## config.mk

```make
export PLATFORM = sky130hd
export DESIGN_NAME = addsub_share_arb
export DESIGN_NICKNAME = d
export VERILOG_FILES = /design/src/rtl/addsub_pkg.sv /design/src/rtl/adder_16bit_b.sv /design/src/rtl/rr_arbiter.sv /design/src/rtl/addsub_share_arb.sv
export SDC_FILE = /design/constraint.sdc
export NUM_CORES = 1
export LEC_CHECK = 0
export CORE_ASPECT_RATIO = 0.6
export CORE_MARGIN = 8
export CORE_UTILIZATION = 44
export CTS_BUF_LIST = sky130_fd_sc_hd__clkbuf_16
export DETAILED_ROUTE_END_ITERATION = 8
export DONT_BUFFER_PORTS = 1
export SYNTH_ARGS = -nofsm -noshare
export SYNTH_HDL_FRONTEND = slang
export SYNTH_SLANG_ARGS = --single-unit
```

## constraint.sdc

```tcl
create_clock -name clk -period 4.6 [get_ports clk]
set_input_delay 0.69 -clock clk [delete_from_list [all_inputs] [get_ports clk]]
set_output_delay 0.69 -clock clk [all_outputs]
set_load 0.02 [all_outputs]
```

## src/rtl/addsub_pkg.sv

```systemverilog
`default_nettype none
// ============================================================================
//  Module      : addsub_pkg
//  Description : Shared types and constants for the time-shared add/sub
//                arbiter: FSM state encoding, datapath width, op encoding.
//  Revision    : 1.0  initial release
// ============================================================================
package addsub_pkg;

  localparam int DATA_W = 16;

  typedef enum logic [1:0] {
    IDLE = 2'd0,
    EXEC = 2'd1,
    RESP = 2'd2
  } state_t;

  localparam logic OP_ADD = 1'b0;
  localparam logic OP_SUB = 1'b1;

endpackage
`default_nettype wire

```

## src/rtl/adder_16bit_b.sv

```systemverilog
`default_nettype none
// ============================================================================
//  Module      : adder_16bit_b
//  Description : 16-bit add/sub unit. {C_out, SUM} is the 17-bit result of
//                the zero-extended operands, so for a subtract C_out is the
//                borrow (1 when A < B unsigned).
//  Ports       : A, B   - operands
//                SUB    - 1 = A-B, 0 = A+B
//                SUM    - 16-bit result (wraps mod 2^16)
//                C_out  - bit 16 of the 17-bit result
//  Revision    : 1.0  initial release
// ============================================================================
module adder_16bit_b (
  input  logic [15:0] A,
  input  logic [15:0] B,
  input  logic        SUB,
  output logic [15:0] SUM,
  output logic        C_out
);

  logic [16:0] w_res;

  assign w_res = SUB ? ({1'b0, A} - {1'b0, B}) : ({1'b0, A} + {1'b0, B});
  assign SUM   = w_res[15:0];
  assign C_out = w_res[16];

endmodule
`default_nettype wire

```

## src/rtl/rr_arbiter.sv

```systemverilog
`default_nettype none
// ============================================================================
//  Module      : rr_arbiter
//  Description : Combinational round-robin arbiter. Grants the first active
//                request at or above the pointer, wrapping at NREQ.
//  Ports       : i_req   - request vector
//                i_ptr   - index with highest priority this cycle
//                o_grant - one-hot grant (all zero when no request)
//                o_id    - encoded index of the granted request
//  Revision    : 1.0  initial release
// ============================================================================
module rr_arbiter #(
  parameter int NREQ = 4,
  parameter int IDW  = 2
) (
  input  logic [NREQ-1:0] i_req,
  input  logic [IDW-1:0]  i_ptr,
  output logic [NREQ-1:0] o_grant,
  output logic [IDW-1:0]  o_id
);

  logic [IDW:0] w_idx;
  logic         w_found;

  // One extra bit on the index keeps ptr+k from wrapping before the
  // explicit mod-NREQ correction, so non-power-of-two NREQ works too.
  always_comb begin
    o_grant = '0;
    o_id    = '0;
    w_found = 1'b0;
    w_idx   = '0;
    for (int k = 0; k < NREQ; k++) begin
      w_idx = {1'b0, i_ptr} + (IDW+1)'(k);
      if (w_idx >= (IDW+1)'(NREQ)) begin
        w_idx = w_idx - (IDW+1)'(NREQ);
      end
      if (!w_found && i_req[w_idx[IDW-1:0]]) begin
        o_grant[w_idx[IDW-1:0]] = 1'b1;
        o_id                    = w_idx[IDW-1:0];
        w_found                 = 1'b1;
      end
    end
  end

endmodule
`default_nettype wire

```

## src/rtl/addsub_share_arb.sv

```systemverilog
`default_nettype none
// ============================================================================
//  Module      : addsub_share_arb
//  Description : Time-shares one 16-bit add/sub unit among NREQ requesters
//                with round-robin arbitration. One operation in flight:
//                IDLE (grant) -> EXEC (compute) -> RESP (hold until taken).
//  Ports       : clk, rst_n            - clock, async active-low reset
//                req_valid/req_ready   - per-requester handshake
//                req_a/req_b/req_sub   - per-requester operands, 16 bits/slice
//                rsp_valid/rsp_ready   - response handshake
//                rsp_id/rsp_sum        - issuing requester and result
//                rsp_cout/rsp_ovf      - bit 16 of result, signed overflow
//                busy                  - high whenever not IDLE
//  Revision    : 1.0  initial release
// ============================================================================
module addsub_share_arb
  import addsub_pkg::*;
#(
  parameter int NREQ = 4,
  parameter int IDW  = 2
) (
  input  logic               clk,
  input  logic               rst_n,
  input  logic [NREQ-1:0]    req_valid,
  output logic [NREQ-1:0]    req_ready,
  input  logic [16*NREQ-1:0] req_a,
  input  logic [16*NREQ-1:0] req_b,
  input  logic [NREQ-1:0]    req_sub,
  output logic               rsp_valid,
  input  logic               rsp_ready,
  output logic [IDW-1:0]     rsp_id,
  output logic [15:0]        rsp_sum,
  output logic               rsp_cout,
  output logic               rsp_ovf,
  output logic               busy
);

  state_t            r_state, w_state_nxt;
  logic [IDW-1:0]    r_rr_ptr, r_id, w_gnt_id, w_ptr_nxt;
  logic [NREQ-1:0]   w_grant;
  logic [DATA_W-1:0] r_a, r_b, w_sel_a, w_sel_b, w_sum;
  logic              r_sub, w_sel_sub, w_cout, w_ovf, w_take;

  rr_arbiter #(
    .NREQ (NREQ),
    .IDW  (IDW)
  ) u_arb (
    .i_req   (req_valid),
    .i_ptr   (r_rr_ptr),
    .o_grant (w_grant),
    .o_id    (w_gnt_id)
  );

  assign w_take    = (r_state == IDLE) && (|req_valid);
  assign req_ready = (r_state == IDLE) ? w_grant : '0;
  assign rsp_valid = (r_state == RESP);
  assign busy      = (r_state != IDLE);
  assign w_ptr_nxt = (w_gnt_id == IDW'(NREQ-1)) ? '0 : w_gnt_id + IDW'(1);

  // Operand select driven by the one-hot grant.
  always_comb begin
    w_sel_a   = '0;
    w_sel_b   = '0;
    w_sel_sub = 1'b0;
    for (int i = 0; i < NREQ; i++) begin
      if (w_grant[i]) begin
        w_sel_a   = req_a[i*DATA_W +: DATA_W];
        w_sel_b   = req_b[i*DATA_W +: DATA_W];
        w_sel_sub = req_sub[i];
      end
    end
  end

  always_ff @(posedge clk or negedge rst_n) begin
    if (!rst_n) begin
      r_state <= IDLE;
    end else begin
      r_state <= w_state_nxt;
    end
  end

  always_comb begin
    w_state_nxt = r_state;
    case (r_state)
      IDLE:    if (w_take) w_state_nxt = EXEC;
      EXEC:    w_state_nxt = RESP;
      RESP:    if (rsp_ready) w_state_nxt = IDLE;
      default: w_state_nxt = IDLE;
    endcase
  end

  // Operand latch and round-robin pointer, updated only on a grant.
  always_ff @(posedge clk or negedge rst_n) begin
    if (!rst_n) begin
      r_a      <= '0;
      r_b      <= '0;
      r_sub    <= 1'b0;
      r_id     <= '0;
      r_rr_ptr <= '0;
    end else if (w_take) begin
      r_a      <= w_sel_a;
      r_b      <= w_sel_b;
      r_sub    <= w_sel_sub;
      r_id     <= w_gnt_id;
      r_rr_ptr <= w_ptr_nxt;
    end
  end

  adder_16bit_b u_adder (
    .A     (r_a),
    .B     (r_b),
    .SUB   (r_sub == OP_SUB),
    .SUM   (w_sum),
    .C_out (w_cout)
  );

  // Signed overflow: result sign differs from A when the effective operand
  // signs agree (same signs for add, opposite signs for subtract).
  always_comb begin
    if (r_sub == OP_ADD) begin
      w_ovf = (r_a[15] == r_b[15]) && (w_sum[15] != r_a[15]);
    end else begin
      w_ovf = (r_a[15] != r_b[15]) && (w_sum[15] != r_a[15]);
    end
  end

  // Response registers load only in EXEC, so they stay stable through RESP
  // and keep their last value in IDLE.
  always_ff @(posedge clk or negedge rst_n) begin
    if (!rst_n) begin
      rsp_sum  <= '0;
      rsp_cout <= 1'b0;
      rsp_ovf  <= 1'b0;
      rsp_id   <= '0;
    end else if (r_state == EXEC) begin
      rsp_sum  <= w_sum;
      rsp_cout <= w_cout;
      rsp_ovf  <= w_ovf;
      rsp_id   <= r_id;
    end
  end

endmodule
`default_nettype wire

```

==> flow_metrics.tcl, run 1 <==
set metrics [dict create \
    area_growth_syn_to_layout_pct 8.14 \
    yosysTopAreaCell "dfrtp_1" \
    slowest_stage "dfrtp_1" \
    synth-compound-area-share_pct 32.3 \
    yosysTopAreaCellShare_pct 31.7 \
    synthAdderAreaFrac_pct 6.61 \
    wl_per_cell_um 24.4 \
    peakVddDrop_mv 0.373 \
    cap_viol_max_count 0 \
    wl_mm 15.4 \
    syn_area_per_cell_um2 9.20 \
    cp.required_ns 3.91 \
    ant_nets 0 \
    fillers 1005 \
    start_util_pct 44.6 \
    cp-start-kind "flip-flop" \
    total_power_mw 5.16 \
    p_clk_share_pct 14.3 \
    synth-simple-area-share_pct 15.0 \
    finalSetupTns_ns 0 \
    track_usage_pct 21.4 \
    dieArea_mm2 0.0142 \
    hpwl_mm 11.8 \
    slew_headroom_pct 23.1 \
    grt_max_degree 60 \
    dieWidth_um 149 \
    clockBufferDepth 2 \
    synth.cell_area_mm2 0.00466 \
    cts_hold_buf 0 \
    power_switching_share_pct 49.4 \
    grt_pass1_wl_mm 23.5 \
    clock_latency_ns 0.33 \
    critPathTopFamily "flip-flops" \
    hold_path_class "in2async" \
    first_iter_violations 354 \
    grt-ovfl-total 0 \
    ys_ff_latch 59 \
    gp_congestion 0.863 \
    cp_data_arrival_time_ns 3.51 \
    layout_common_cells "dfrtp_1, and3_1, a221o_1, a32oi_1, o2bb2ai_1" \
    p_switching_mw 2.55 \
    synth_mux_area_share_pct 2.58 \
    synth_top_family_by_area "compound AO/OA/AOI/OAI gates" \
    worstMarginPinSlew_ns 1.15 \
    core.rowCount 29 \
    cts_buffers 9 \
    hold_viol_final 0 \
    yosys.cell_types.count 60 \
    cts_root_buf "clkbuf_16" \
    crit_chain "inv_1 > ha_1 > mux4_2 > inv_2 > nor2_2 > a22o_1 > a221o_1 > and2_1" \
    synth.area.top_cells "dfrtp_1, a221o_1, a32oi_1" \
    min_period_ns 4.20 \
    fin_crit_sh_pct 91.4 \
    combPwrFrac_pct 63.6 \
    synth_cells 506 \
    portBuffers 0 \
    antennaDiodeCount 0 \
    synth-xor-area-share_pct 5.83 \
    skew_ns 0.00485 \
    power-per-cell-area_mw_per_mm2 1030 \
    leakage_nw 2.11 \
    intPower_mw 2.62 \
    synth-edff-count 0 \
    drv_slew 0 \
    drc 0 \
    cts_resized 0 \
    final_cells 630 \
    clk_pin_slew_ns 0.06 \
    status "finished clean" \
    cp-end-kind "output pin" \
    layout_commonest_cell "dfrtp_1" \
    nNetsFinal 649 \
    seq_area_frac_synth_pct 31.7 \
    cts_max_level 3 \
    synthArstFlopShare_pct 100 \
    placed_cells 614 \
    grt_pass1_vias 3985 \
    finalSetupViolCount 0 \
    cts_tree "done" \
    core_area_mm2 0.0105 \
    die_h_um 95.7 \
    rsz0062_at_grt "no" \
    vias 4150 \
    synth_flop_cell "dfrtp_1" \
    via_per_inst 6.59 \
    synth_nets 669 \
    final_util_pct 48.2 \
    seqPwrFrac_pct 22.1 \
    clock_sinks 59 \
    multi_input_area_mm2 0.00292 \
    fmax_ghz 0.238 \
    firstDrtPassIters 5 \
    post_cts_buffers 0 \
    drive_gt1_share_pct 8.15 \
    critPathBufInv 2 \
    design.portCount 165 \
    ff_latch_area_mm2 0.00148 \
    yosysWarnings 0 \
    antenna_found_initial 0 \
    critPathKind "reg2out" \
    cp_max_fo 16 \
    cpPeakStageDelay_ns 0.65 \
]
-- synth_stat cells, types with 5 or more instances --
library cell   n
o21ai_0       26
xnor2_1       25
o2bb2ai_1     33
a221o_1       36
nand3_1        5
a31oi_1        5
and3_1        36
dfrtp_1       59
a32oi_1       33
nand2b_1       8
buf_6          6
a21oi_1       21
buf_2         13
nor2_1        28
ha_1          23
clkbuf_1      19
inv_1         16
nor3_1         7
nand2_1       30
xor2_1         6
a21o_1         7
-- flip-flops by register name, indices dropped and copies added (netlist names), named ones only --
name	flops
r_sub	1
rsp_sum	16
r_a	16
r_id	2
r_state	2
r_b	16
rsp_id	2
rsp_cout	1
r_rr_ptr	1
rsp_ovf	1
-- cells by family after synthesis --
| logic type | Yosys count |
|---|---|
| xor+xnor | 31 |
| fa+ha+maj | 24 |
| compound gates | 191 |
| simple gates | 135 |
| flops | 59 |
| buf+inv | 57 |
| mux | 9 |
-- through the flow --
stage / instance area, um^2 / setup slack (ns) / hold WS, ns
floorplan: 4660 / 1.13 / 0.394
global placement: 4710 / 0.776 / 0.396
finish: 5040 / 0.396 / 0.0548
CTS: 5040 / 0.419 / 0.0457
detailed placement: 4710 / 0.592 / 0.397
global route: 5040 / 0.216 / 0.0388
-- path summary, 6_finish.rpt --
check | from | end | slack [ns] | cells after the start
max | flip-flop | req_ready[0] | 0.40 | 8
min | rst_n | async pin | 0.05 | 0
max reg2reg | flip-flop | r_a[8] | 0.57 | 11
min reg2reg | r_id[1] | r_id[1] | 0.49 | 2
max in group asynchronous | rst_n | rsp_sum[8] | 4.40 | 0
min in group clk | rsp_ready | r_state[1] | 0.48 | 1
-- power by group through the flow --
stage / Clock, mW / Combinational [mW] / Sequential, mW
final: 0.737 / 3.28 / 1.14
after global routing: 0.783 / 3.64 / 1.18
after CTS: 0.753 / 3.25 / 1.15
after detailed placement: 0 / 3.24 / 1.15
after global placement: 0 / 3.19 / 1.15
after floorplan: 0 / 2.63 / 1.02
-- area by class of cell --
class	instances	area share (%)
Clock buffer	9	4.47
Tap cell	139	3.45
Clock inverter	7	1.99
Inverter	17	1.27
Sequential cell	59	29.3
Timing Repair Buffer	9	1.59
Multi-Input combinational cell	390	57.9
-- worst register-to-register path: stages (launching register included) --
cell and delay [ns]:
dfrtp_1 0.65, inv_1 0.30, ha_1 0.49, mux4_2 0.63, and2_1 0.21, a31oi_1 0.15
o22ai_1 0.14, a221oi_2 0.34, nand3_1 0.37, buf_4 0.35, o2bb2ai_1 0.22, a221o_1 0.13
-- per-layer routing --
| layer | share of wire (%) | wire length, um | track usage (%) |
|---|---|---|---|
| met5 | 0 | 0 | 0 |
| met1 | 48 | 7360 | 31.1 |
| met2 | 41 | 6280 | 29.6 |
| met3 | 10 | 1570 | 7.00 |
| met4 | 1.2 | 179 | 5.43 |
Note: power is estimated with default switching activity, not from simulation.
==> run 2, diff against run 1 <==
Settings changed: HOLD_SLACK_MARGIN from default to 0.08, SKIP_CTS_REPAIR_TIMING from default to 1.
==> run 2 against run 1 <==
Compared with the run above:
- critical path depth unchanged
- combinational power is essentially flat
- sequential power hardly changed
- cell count rose by 0.16%
- non-clock buffer count grew 1
- clock power barely moved
- design area increased by 0.55%
- global-route usage did not move
- critical path type unchanged
- critical endpoint unchanged
==> flow_metrics.tcl, run 2 (synthesis results as in run 1) <==
set metrics [dict create \
    slew_headroom_pct 23.4 \
    cts_buffers 9 \
    hold_path_class "in2async" \
    finalSetupTns_ns 0 \
    portBuffers 0 \
    clockBufferDepth 2 \
    grt_max_degree 60 \
    grt_pass1_vias 3985 \
    fmax_ghz 0.237 \
    design.portCount 165 \
    slowest_stage "dfrtp_1" \
    rsz0062_at_grt "no" \
    cpPeakStageDelay_ns 0.65 \
    holdWs_ns 0.197 \
    placed_cell_area_mm2 0.00471 \
    antennaDiodeCount 0 \
    drive_gt1_share_pct 8.33 \
    status "finished clean" \
    reg.largest.list "r_a: 16 flops, r_b: 16 flops, rsp_sum: 16 flops" \
    track_usage_pct 21.4 \
    layout_setup_ws_ns 0.388 \
    ant_nets 0 \
    leakage_nw 2.12 \
    peakVddDrop_mv 0.374 \
    final_area_mm2 0.00506 \
    drv_slew 0 \
    dieArea_mm2 0.0142 \
    core_area_mm2 0.0105 \
    drc 0 \
    skew_ns 0.00555 \
    cp-start-kind "flip-flop" \
    layout_common_cells "dfrtp_1, and3_1, a221o_1, a32oi_1, o2bb2ai_1" \
    die_h_um 95.7 \
    area_growth_syn_to_layout_pct 8.73 \
    core.rowCount 29 \
    vias 4129 \
    cp.required_ns 3.91 \
    cap_viol_max_count 0 \
    clock_sinks 59 \
    dieWidth_um 149 \
    grt_pass1_wl_mm 23.5 \
    nNetsFinal 650 \
    critPathBufInv 2 \
    first_iter_violations 317 \
    min_period_ns 4.21 \
    wl_per_cell_um 24.4 \
    cp_max_fo 16 \
    firstDrtPassIters 5 \
    hold_viol_final 0 \
    crit_chain "inv_1 > ha_1 > mux4_2 > inv_2 > nor2_2 > a22o_1 > a221o_1 > and2_1" \
    fin_crit_sh_pct 91.6 \
    hpwl_mm 11.8 \
    cp_data_arrival_time_ns 3.52 \
    cts_tree "done" \
    antenna_found_initial 0 \
    cts_root_buf "clkbuf_16" \
    finalSetupViolCount 0 \
    power-per-cell-area_mw_per_mm2 1020 \
    gp_congestion 0.863 \
    clk_pin_slew_ns 0.05 \
    worstMarginPinSlew_ns 1.15 \
    grt-ovfl-total 0 \
    critPathKind "reg2out" \
    layout_commonest_cell "dfrtp_1" \
    critPathTopFamily "flip-flops" \
    cts_max_level 3 \
    start_util_pct 44.6 \
    wl_mm 15.4 \
    via_per_inst 6.54 \
    cp-end-kind "output pin" \
    clock_latency_ns 0.33 \
    preCtsSetupSlack_ns 0.592 \
]
run 2: changes by cell type in the layout (fill, tap and decap cells not counted):
cell	previous run	this run
buf_16	0	1
run 2: layout make-up:
class	instances	area, um^2
timing repair buffer	10	108
inverter	17	63.8
sequential	59	1480
tap	139	174
clock buffer	9	225
clock inverter	7	100
fill	1002	5390
multi-input combinational	390	2920
run 2: final timing paths:
kind                                endpoint  slack, ns  cells after the start
worst min register to register       r_id[1]       0.49                      2
worst max register to register        r_a[8]       0.54                     11
worst min-delay path               async pin       0.20                      1
max in group asynchronous            r_b[13]       4.08                      1
min in group clk                  r_state[1]       0.48                      1
worst max-delay path            req_ready[0]       0.39                      8
run 2: power breakdown:
part | internal, mW | leakage, nW | switching, mW | total [mW]
clock | 0.478 | 0.160 | 0.261 | 0.739
combinational | 1.37 | 1.22 | 1.93 | 3.30
sequential | 0.771 | 0.744 | 0.370 | 1.14
total | 2.62 | 2.12 | 2.56 | 5.18
run 2: per-layer routing:
metal | up-vias | track usage, % | wire length [um]
li1 | 1943 | - | -
met1 | 1977 | 31.1 | 7380
met2 | 198 | 29.6 | 6340
met3 | 11 | 7.00 | 1530
met4 | 0 | 5.43 | 163
met5 | - | 0 | 0
run 2: stage by stage:
step	cells	utilization [%]	total power, mW
6_report	631	48.5	5.18
5_1_grt	631	48.5	5.62
4_1_cts	630	48.2	5.15
3_3_place_gp	614	45.1	4.34
2_1_floorplan	506	-	3.65
3_5_place_dp	614	45.1	4.39
